<file path="config.mk">
export PLATFORM = sky130hd
export DESIGN_NAME = mem_access_flat
export DESIGN_NICKNAME = d
export VERILOG_FILES = /design/src/rtl/mem_access_if.sv /design/src/rtl/mem_access.sv /design/src/flat_wrapper.sv
export SDC_FILE = /design/constraint.sdc
export NUM_CORES = 1
export LEC_CHECK = 0
export BUFFER_PORTS_ARGS = -buffer_cell sky130_fd_sc_hd__buf_2
export CORE_UTILIZATION = 49
export CTS_CLUSTER_SIZE = 16
export DETAILED_ROUTE_END_ITERATION = 16
export PLACE_DENSITY_LB_ADDON = 0.1
export SLEW_MARGIN = 20
export SYNTH_ARGS = -nofsm -noshare
export SYNTH_HDL_FRONTEND = slang
export SYNTH_SLANG_ARGS = --single-unit
</file>
<file path="constraint.sdc">
create_clock -name clk_in -period 3 [get_ports clk_in]
set_input_delay 0.6 -clock clk_in [delete_from_list [all_inputs] [get_ports clk_in]]
set_output_delay 0.6 -clock clk_in [all_outputs]
set_load 0.005 [all_outputs]
</file>
<file path="src/rtl/mem_access_if.sv">
// rtl/mem_access_if.sv - execute-bundle, RAM and write-back signals of the memory stage
// Signals:
//   ex_valid/in_ready              - execute bundle handshake
//   ins_type, ins_details, rd_addr,
//   rd_val, mem_addr, mem_val      - execute result bundle
//   ram_a, ram_wr, ram_dout,
//   ram_din                        - 8-bit RAM port (read data one cycle after address)
//   wb_valid, wb_rd_addr, wb_rd_val - write-back record to the register-file stage
// Modports: master = upstream/RAM side, slave = the memory stage.
interface mem_access_if #(
  parameter int RAM_ADDR_W = 32
);
  logic                  ex_valid;
  logic                  in_ready;
  logic [6:0]            ins_type;
  logic [2:0]            ins_details;
  logic [4:0]            rd_addr;
  logic [31:0]           rd_val;
  logic [31:0]           mem_addr;
  logic [31:0]           mem_val;
  logic [RAM_ADDR_W-1:0] ram_a;
  logic                  ram_wr;
  logic [7:0]            ram_dout;
  logic [7:0]            ram_din;
  logic                  wb_valid;
  logic [4:0]            wb_rd_addr;
  logic [31:0]           wb_rd_val;

  modport master (
    output ex_valid, ins_type, ins_details, rd_addr, rd_val, mem_addr, mem_val, ram_din,
    input  in_ready, ram_a, ram_wr, ram_dout, wb_valid, wb_rd_addr, wb_rd_val
  );

  modport slave (
    input  ex_valid, ins_type, ins_details, rd_addr, rd_val, mem_addr, mem_val, ram_din,
    output in_ready, ram_a, ram_wr, ram_dout, wb_valid, wb_rd_addr, wb_rd_val
  );
endinterface

</file>
<file path="src/rtl/mem_access.sv">
// rtl/mem_access.sv - byte-serial LOAD/SAVE memory stage of the EPU pipeline
// Ports:
//   clk_in - clock, all state on the rising edge
//   rst_in - asynchronous active-low reset
//   bus    - mem_access_if.slave: execute bundle in, 8-bit RAM port, write-back out
module mem_access #(
  parameter int RAM_ADDR_W = 32
) (
  input  logic        clk_in,
  input  logic        rst_in,
  mem_access_if.slave bus
);
  localparam logic [6:0] OP_LOAD = 7'b0000011;
  localparam logic [6:0] OP_SAVE = 7'b0100011;

  typedef enum logic [1:0] {S_IDLE, S_LOAD, S_STORE} state_t;
  state_t state, state_d;

  logic [2:0]  det_q;
  logic [4:0]  rd_q;
  logic [31:0] addr_q;
  logic [31:0] val_q;
  logic [31:0] data_q;
  logic [2:0]  k;
  logic [2:0]  n;
  logic        accept;
  logic        last;
  logic [31:0] ram_a_full;
  logic        ram_wr_c;
  logic [7:0]  ram_dout_c;
  logic [1:0]  lane;
  logic [31:0] word_c;
  logic [31:0] ext_c;
  logic        sx;

  assign accept       = bus.ex_valid && (state == S_IDLE);
  assign n            = det_q[1] ? 3'd4 : (det_q[0] ? 3'd2 : 3'd1);
  // In LOAD, the byte arriving in step k was addressed in step k-1.
  assign lane         = k[1:0] - 2'd1;
  assign bus.in_ready = (state == S_IDLE);
  assign bus.ram_a    = ram_a_full[RAM_ADDR_W-1:0];
  assign bus.ram_wr   = ram_wr_c;
  assign bus.ram_dout = ram_dout_c;

  always_ff @(posedge clk_in or negedge rst_in) begin
    if (!rst_in) state <= S_IDLE;
    else         state <= state_d;
  end

  always_comb begin
    state_d    = state;
    last       = 1'b0;
    ram_a_full = 32'h0;
    ram_wr_c   = 1'b0;
    ram_dout_c = 8'h00;
    case (state)
      S_IDLE: begin
        if (accept) begin
          if (bus.ins_type == OP_LOAD)      state_d = S_LOAD;
          else if (bus.ins_type == OP_SAVE) state_d = S_STORE;
        end
      end
      S_LOAD: begin
        // Steps 0..N-1 issue addresses; step N only collects the final byte.
        if (k < n) ram_a_full = addr_q + {29'd0, k};
        if (k == n) begin
          last    = 1'b1;
          state_d = S_IDLE;
        end
      end
      S_STORE: begin
        ram_a_full = addr_q + {29'd0, k};
        ram_wr_c   = 1'b1;
        ram_dout_c = val_q[{k[1:0], 3'b000} +: 8];
        if (k == n - 3'd1) begin
          last    = 1'b1;
          state_d = S_IDLE;
        end
      end
      default: state_d = S_IDLE;
    endcase
  end

  // Merge the byte arriving this cycle into the load word, then extend.
  always_comb begin
    word_c                        = data_q;
    word_c[{lane, 3'b000} +: 8]   = bus.ram_din;
    sx                            = ~det_q[2];
    case (det_q[1:0])
      2'b00:   ext_c = {{24{sx & word_c[7]}},  word_c[7:0]};
      2'b01:   ext_c = {{16{sx & word_c[15]}}, word_c[15:0]};
      default: ext_c = word_c;
    endcase
  end

  always_ff @(posedge clk_in or negedge rst_in) begin
    if (!rst_in) begin
      det_q          <= 3'd0;
      rd_q           <= 5'd0;
      addr_q         <= 32'h0;
      val_q          <= 32'h0;
      data_q         <= 32'h0;
      k              <= 3'd0;
      bus.wb_valid   <= 1'b0;
      bus.wb_rd_addr <= 5'd0;
      bus.wb_rd_val  <= 32'h0;
    end else begin
      bus.wb_valid <= 1'b0;
      if (accept) begin
        det_q  <= bus.ins_details;
        rd_q   <= bus.rd_addr;
        addr_q <= bus.mem_addr;
        val_q  <= bus.mem_val;
        data_q <= 32'h0;
        k      <= 3'd0;
        if (bus.ins_type != OP_LOAD && bus.ins_type != OP_SAVE) begin
          bus.wb_valid   <= 1'b1;
          bus.wb_rd_addr <= bus.rd_addr;
          bus.wb_rd_val  <= bus.rd_val;
        end
      end else if (state != S_IDLE) begin
        k <= k + 3'd1;
        if (state == S_LOAD && k != 3'd0) data_q <= word_c;
        if (last) begin
          bus.wb_valid   <= 1'b1;
          bus.wb_rd_addr <= (state == S_LOAD) ? rd_q  : 5'd0;
          bus.wb_rd_val  <= (state == S_LOAD) ? ext_c : 32'h0;
        end
      end
    end
  end
endmodule

</file>
<file path="src/flat_wrapper.sv">
// flat-port wrapper written by rule: the top's interface ports become plain ports
module mem_access_flat 
#(
  parameter int RAM_ADDR_W = 32
)
  (clk_in, rst_in, bus_ex_valid, bus_ins_type, bus_ins_details, bus_rd_addr, bus_rd_val, bus_mem_addr, bus_mem_val, bus_ram_din, bus_in_ready, bus_ram_a, bus_ram_wr, bus_ram_dout, bus_wb_valid, bus_wb_rd_addr, bus_wb_rd_val);
  mem_access_if #(.RAM_ADDR_W(RAM_ADDR_W)) bus_i ();
  input  logic clk_in;
  input  logic rst_in;
  input wire logic [$bits(bus_i.ex_valid)-1:0] bus_ex_valid;
  input wire logic [$bits(bus_i.ins_type)-1:0] bus_ins_type;
  input wire logic [$bits(bus_i.ins_details)-1:0] bus_ins_details;
  input wire logic [$bits(bus_i.rd_addr)-1:0] bus_rd_addr;
  input wire logic [$bits(bus_i.rd_val)-1:0] bus_rd_val;
  input wire logic [$bits(bus_i.mem_addr)-1:0] bus_mem_addr;
  input wire logic [$bits(bus_i.mem_val)-1:0] bus_mem_val;
  input wire logic [$bits(bus_i.ram_din)-1:0] bus_ram_din;
  output wire logic [$bits(bus_i.in_ready)-1:0] bus_in_ready;
  output wire logic [$bits(bus_i.ram_a)-1:0] bus_ram_a;
  output wire logic [$bits(bus_i.ram_wr)-1:0] bus_ram_wr;
  output wire logic [$bits(bus_i.ram_dout)-1:0] bus_ram_dout;
  output wire logic [$bits(bus_i.wb_valid)-1:0] bus_wb_valid;
  output wire logic [$bits(bus_i.wb_rd_addr)-1:0] bus_wb_rd_addr;
  output wire logic [$bits(bus_i.wb_rd_val)-1:0] bus_wb_rd_val;
  assign bus_i.ex_valid = bus_ex_valid;
  assign bus_i.ins_type = bus_ins_type;
  assign bus_i.ins_details = bus_ins_details;
  assign bus_i.rd_addr = bus_rd_addr;
  assign bus_i.rd_val = bus_rd_val;
  assign bus_i.mem_addr = bus_mem_addr;
  assign bus_i.mem_val = bus_mem_val;
  assign bus_i.ram_din = bus_ram_din;
  assign bus_in_ready = bus_i.in_ready;
  assign bus_ram_a = bus_i.ram_a;
  assign bus_ram_wr = bus_i.ram_wr;
  assign bus_ram_dout = bus_i.ram_dout;
  assign bus_wb_valid = bus_i.wb_valid;
  assign bus_wb_rd_addr = bus_i.wb_rd_addr;
  assign bus_wb_rd_val = bus_i.wb_rd_val;
  mem_access #(.RAM_ADDR_W(RAM_ADDR_W)) u_core (.clk_in(clk_in), .rst_in(rst_in), .bus(bus_i));
endmodule
</file>
==> flow_summary.json <==
{
  "status": "finished with violations",
  "violations": "setup timing",
  "antenna_found_initial": 0,
  "core.rowCount": 46,
  "p_leak_nw": 5.01,
  "cts_tree": "yes",
  "powerDensity_nw_per_um2": 992,
  "ios": 202,
  "slowest_delay_ns": 0.37,
  "clk_pin_slew_worst_paths_ns": 0.06,
  "comb_power_share": 0.441,
  "synthesis.area_um2": 7900,
  "synth_top_family_by_area": "simple AND/OR/NAND/NOR gates",
  "power_frac_seq": 0.323,
  "cpMaxStageDelayCell": "a2111oi_4",
  "slew_headroom": 0.492,
  "finalPower_mw": 10.1,
  "seq_area_frac_synth": 0.466,
  "dp.final_hpwl_mm": 14.1,
  "synthAdderAreaFrac": 0.0279,
  "synth_area_leaders": "dfrtp_1, nand2_1, o21ai_0, a22o_1, xor2_1",
  "fin_util": 0.645,
  "synthCells": 886,
  "p_sw_frac": 0.379,
  "grt_max_degree": 70,
  "remaining_drc_errors": 0,
  "grt_pass1_vias": 6720,
  "final_hold_viol_count": 0,
  "r2r_setup_slack_ns": 0.40,
  "syn_nets": 1025,
  "track_usage": 0.254,
  "drt_iter0_drc": 403,
  "synth_ff_type": "dfrtp_1",
  "synth-simple-area-share": 0.239,
  "synth_enable_flop_cells": 0,
  "synth_commonest_cells": "nand2_1, dfrtp_1, o21ai_0",
  "core_area_um2": 15800,
  "critPathMaxFanout": 5,
  "finalSetupViolations": 26,
  "end_kind": "output pin",
  "antenna_cells": 0,
  "ant_nets": 0,
  "syn_to_final_growth_pct": 29.3,
  "arrival_ns": 2.58,
  "avgSynthCellArea_um2": 8.92,
  "initial_utilization": 0.499,
  "drt_wl_total_mm": 20.7,
  "cp_top_family": "adder cells",
  "cp_cell_sequence": "ha_2 > inv_2 > fa_2 > nand2b_4 > a2111oi_4 > buf_6 > nand4_1 > xor2_1 > nor2_1 > buf_2",
  "numCtsBuffers": 17,
  "grt_first_pass_wirelength_mm": 32.8,
  "num_vias": 6974,
  "hp-class": "in2async",
  "gr-total-overflow": 0,
  "gp_congestion": 0.844,
  "drv_cap": 0,
  "cts-root-buf": "clkbuf_16",
  "rsz0062_at_grt": "true",
  "post_drt_wl_per_cell_um": 15.6,
  "finalNetCount": 1236,
  "fp.dieW_um": 129,
  "crit_buf_inv": 3,
  "max-vdd-ir-drop_mv": 0.543,
  "dieArea_um2": 16600,
  "fin_skew_ns": 0.00738,
  "drv_slew": 0,
  "drive_gt1_frac": 0.309,
  "crit_path_start_kind": "flip-flop",
  "synth_xor_area_frac": 0.0329,
  "synth_compound_area_frac": 0.157,
  "post-route-period-util": 1.06,
  "critPathRequiredTime_ns": 2.40,
  "clkSinkCount": 147,
  "worst_skew_pair.late_latency_ns": 0.42,
  "synth_most_common_cell": "nand2_1",
  "critPathKind": "reg2out",
  "power_switching_mw": 3.84,
  "synth.distinct_cells": 58,
  "nFillCells": 1375,
  "yosysTopAreaCellShare": 0.466,
  "max_freq_mhz": 314,
  "cts_hold_buf": 0,
  "clkPwrFrac": 0.236,
  "viasPerCell": 5.26,
  "worstReg2RegStart": "u_core.det_q[1]$_DFFE_PN0P_",
  "pre_cts_slack_ns": 0.181,
  "ys_ff_latch": 147,
  "async_flop_share": 1.00,
  "port-buffer-count": 201,
  "dr.pass1.iters": 5,
  "cts_max_level": 4,
  "rr_worst_depth": 8,
  "tightest_slew_ns": 0.762,
  "synth_area_leader_cell": "dfrtp_1",
  "timing.rr.end": "u_core.bus.wb_rd_val[31]$_DFFE_PN0P_",
  "yosysWarnings": 0,
  "synth.area.mux_share": 0.0253,
  "fin_crit_ns": 3.18,
  "clk_path_buf_depth": 2,
  "p_int_mw": 6.29,
  "die_y_um": 129,
  "final.setup.worst_slack_ns": -0.184
}
-- worst max-delay path by stage --
stage | start | to | slack (ns) | cells past startpoint
6_report | u_core.addr_q[0]$_DFFE_PN0P_ | bus_ram_a[26] | -0.18 | 10
5_1_grt | u_core.k[0]$_DFFE_PN0P_ | bus_ram_a[22] | -0.32 | 10
4_1_cts | u_core.k[0]$_DFFE_PN0P_ | bus_ram_a[26] | -0.17 | 10
3_5_place_dp | u_core.k[0]$_DFFE_PN0P_ | bus_ram_a[26] | 0.18 | 10
3_3_place_gp | u_core.k[0]$_DFFE_PN0P_ | bus_ram_a[30] | 0.22 | 10
2_1_floorplan | u_core.k[1]$_DFFE_PN0P_ | bus_ram_a[22] | 0.007 | 8
-- flip-flops by register name, summed over array words and instances (netlist names) --
name / count
u_core.addr_q: 32
u_core.k: 3
u_core.state: 2
u_core.data_q: 32
u_core.det_q: 3
u_core.rd_q: 5
u_core.bus.wb_rd_val: 32
u_core.bus.wb_rd_addr: 5
u_core.bus.wb_valid: 1
u_core.val_q: 32
-- power by group through the flow --
stage / clock network, mW / logic, mW / registers, mW
2_1_floorplan: 0 / 2.64 / 3.18
3_3_place_gp: 0 / 3.82 / 3.26
3_5_place_dp: 0 / 3.88 / 3.27
4_1_cts: 2.44 / 4.00 / 3.26
5_1_grt: 2.52 / 4.95 / 3.38
6_report: 2.39 / 4.47 / 3.27
-- stage by stage --
stage	area, um2	setup TNS, ns	hold slack [ns]	std cells
floorplan	7900	0	0.304	886
finish	10200	-1.59	0.166	1326
detailed placement	9150	0	0.456	1277
CTS	9910	-3.31	0.187	1314
global placement	9150	0	0.451	1277
global route	10200	-5.00	0.214	1326
-- cell families after synthesis --
kind of cell,Yosys count
XOR/XNOR,28
multiplexers,10
flip-flops,147
adder cells (fa/ha/maj),17
AO/OA/AOI/OAI,175
buffers and inverters,89
AND/OR/NAND/NOR,420
-- cell type report --
cell class | instances | area, um2 | share of cell area
clock buffers | 19 | 433 | 0.0424
well taps | 216 | 270 | 0.0265
multi-input cells | 650 | 4000 | 0.392
repair buffers | 246 | 1470 | 0.143
clock inverters | 13 | 230 | 0.0225
flip-flops and latches | 147 | 3680 | 0.360
inverters | 35 | 134 | 0.0131
-- cell usage in the layout (no fill, tap or decap), types with 24 or more instances in the layout --
master	n
a21oi_1	26
a22o_1	24
a22oi_1	24
buf_2	200
buf_4	32
dfrtp_1	146
inv_1	30
nand2_1	260
nor2_1	31
o21ai_0	47
-- per-layer routing --
layer  routed length (um)  GRT usage
met1                 9140      0.333
met2                10200      0.424
met3                  929     0.0470
met4                  348     0.0865
met5                    0          0
-- repair_timing --
item	4_1_cts	5_1_grt
pin swaps	3	8
gates resized for setup	14	47
setup endpoints to repair	32	32
buffers inserted	3	10
gates cloned	2	2
Power figures use the tool's default switching activity.
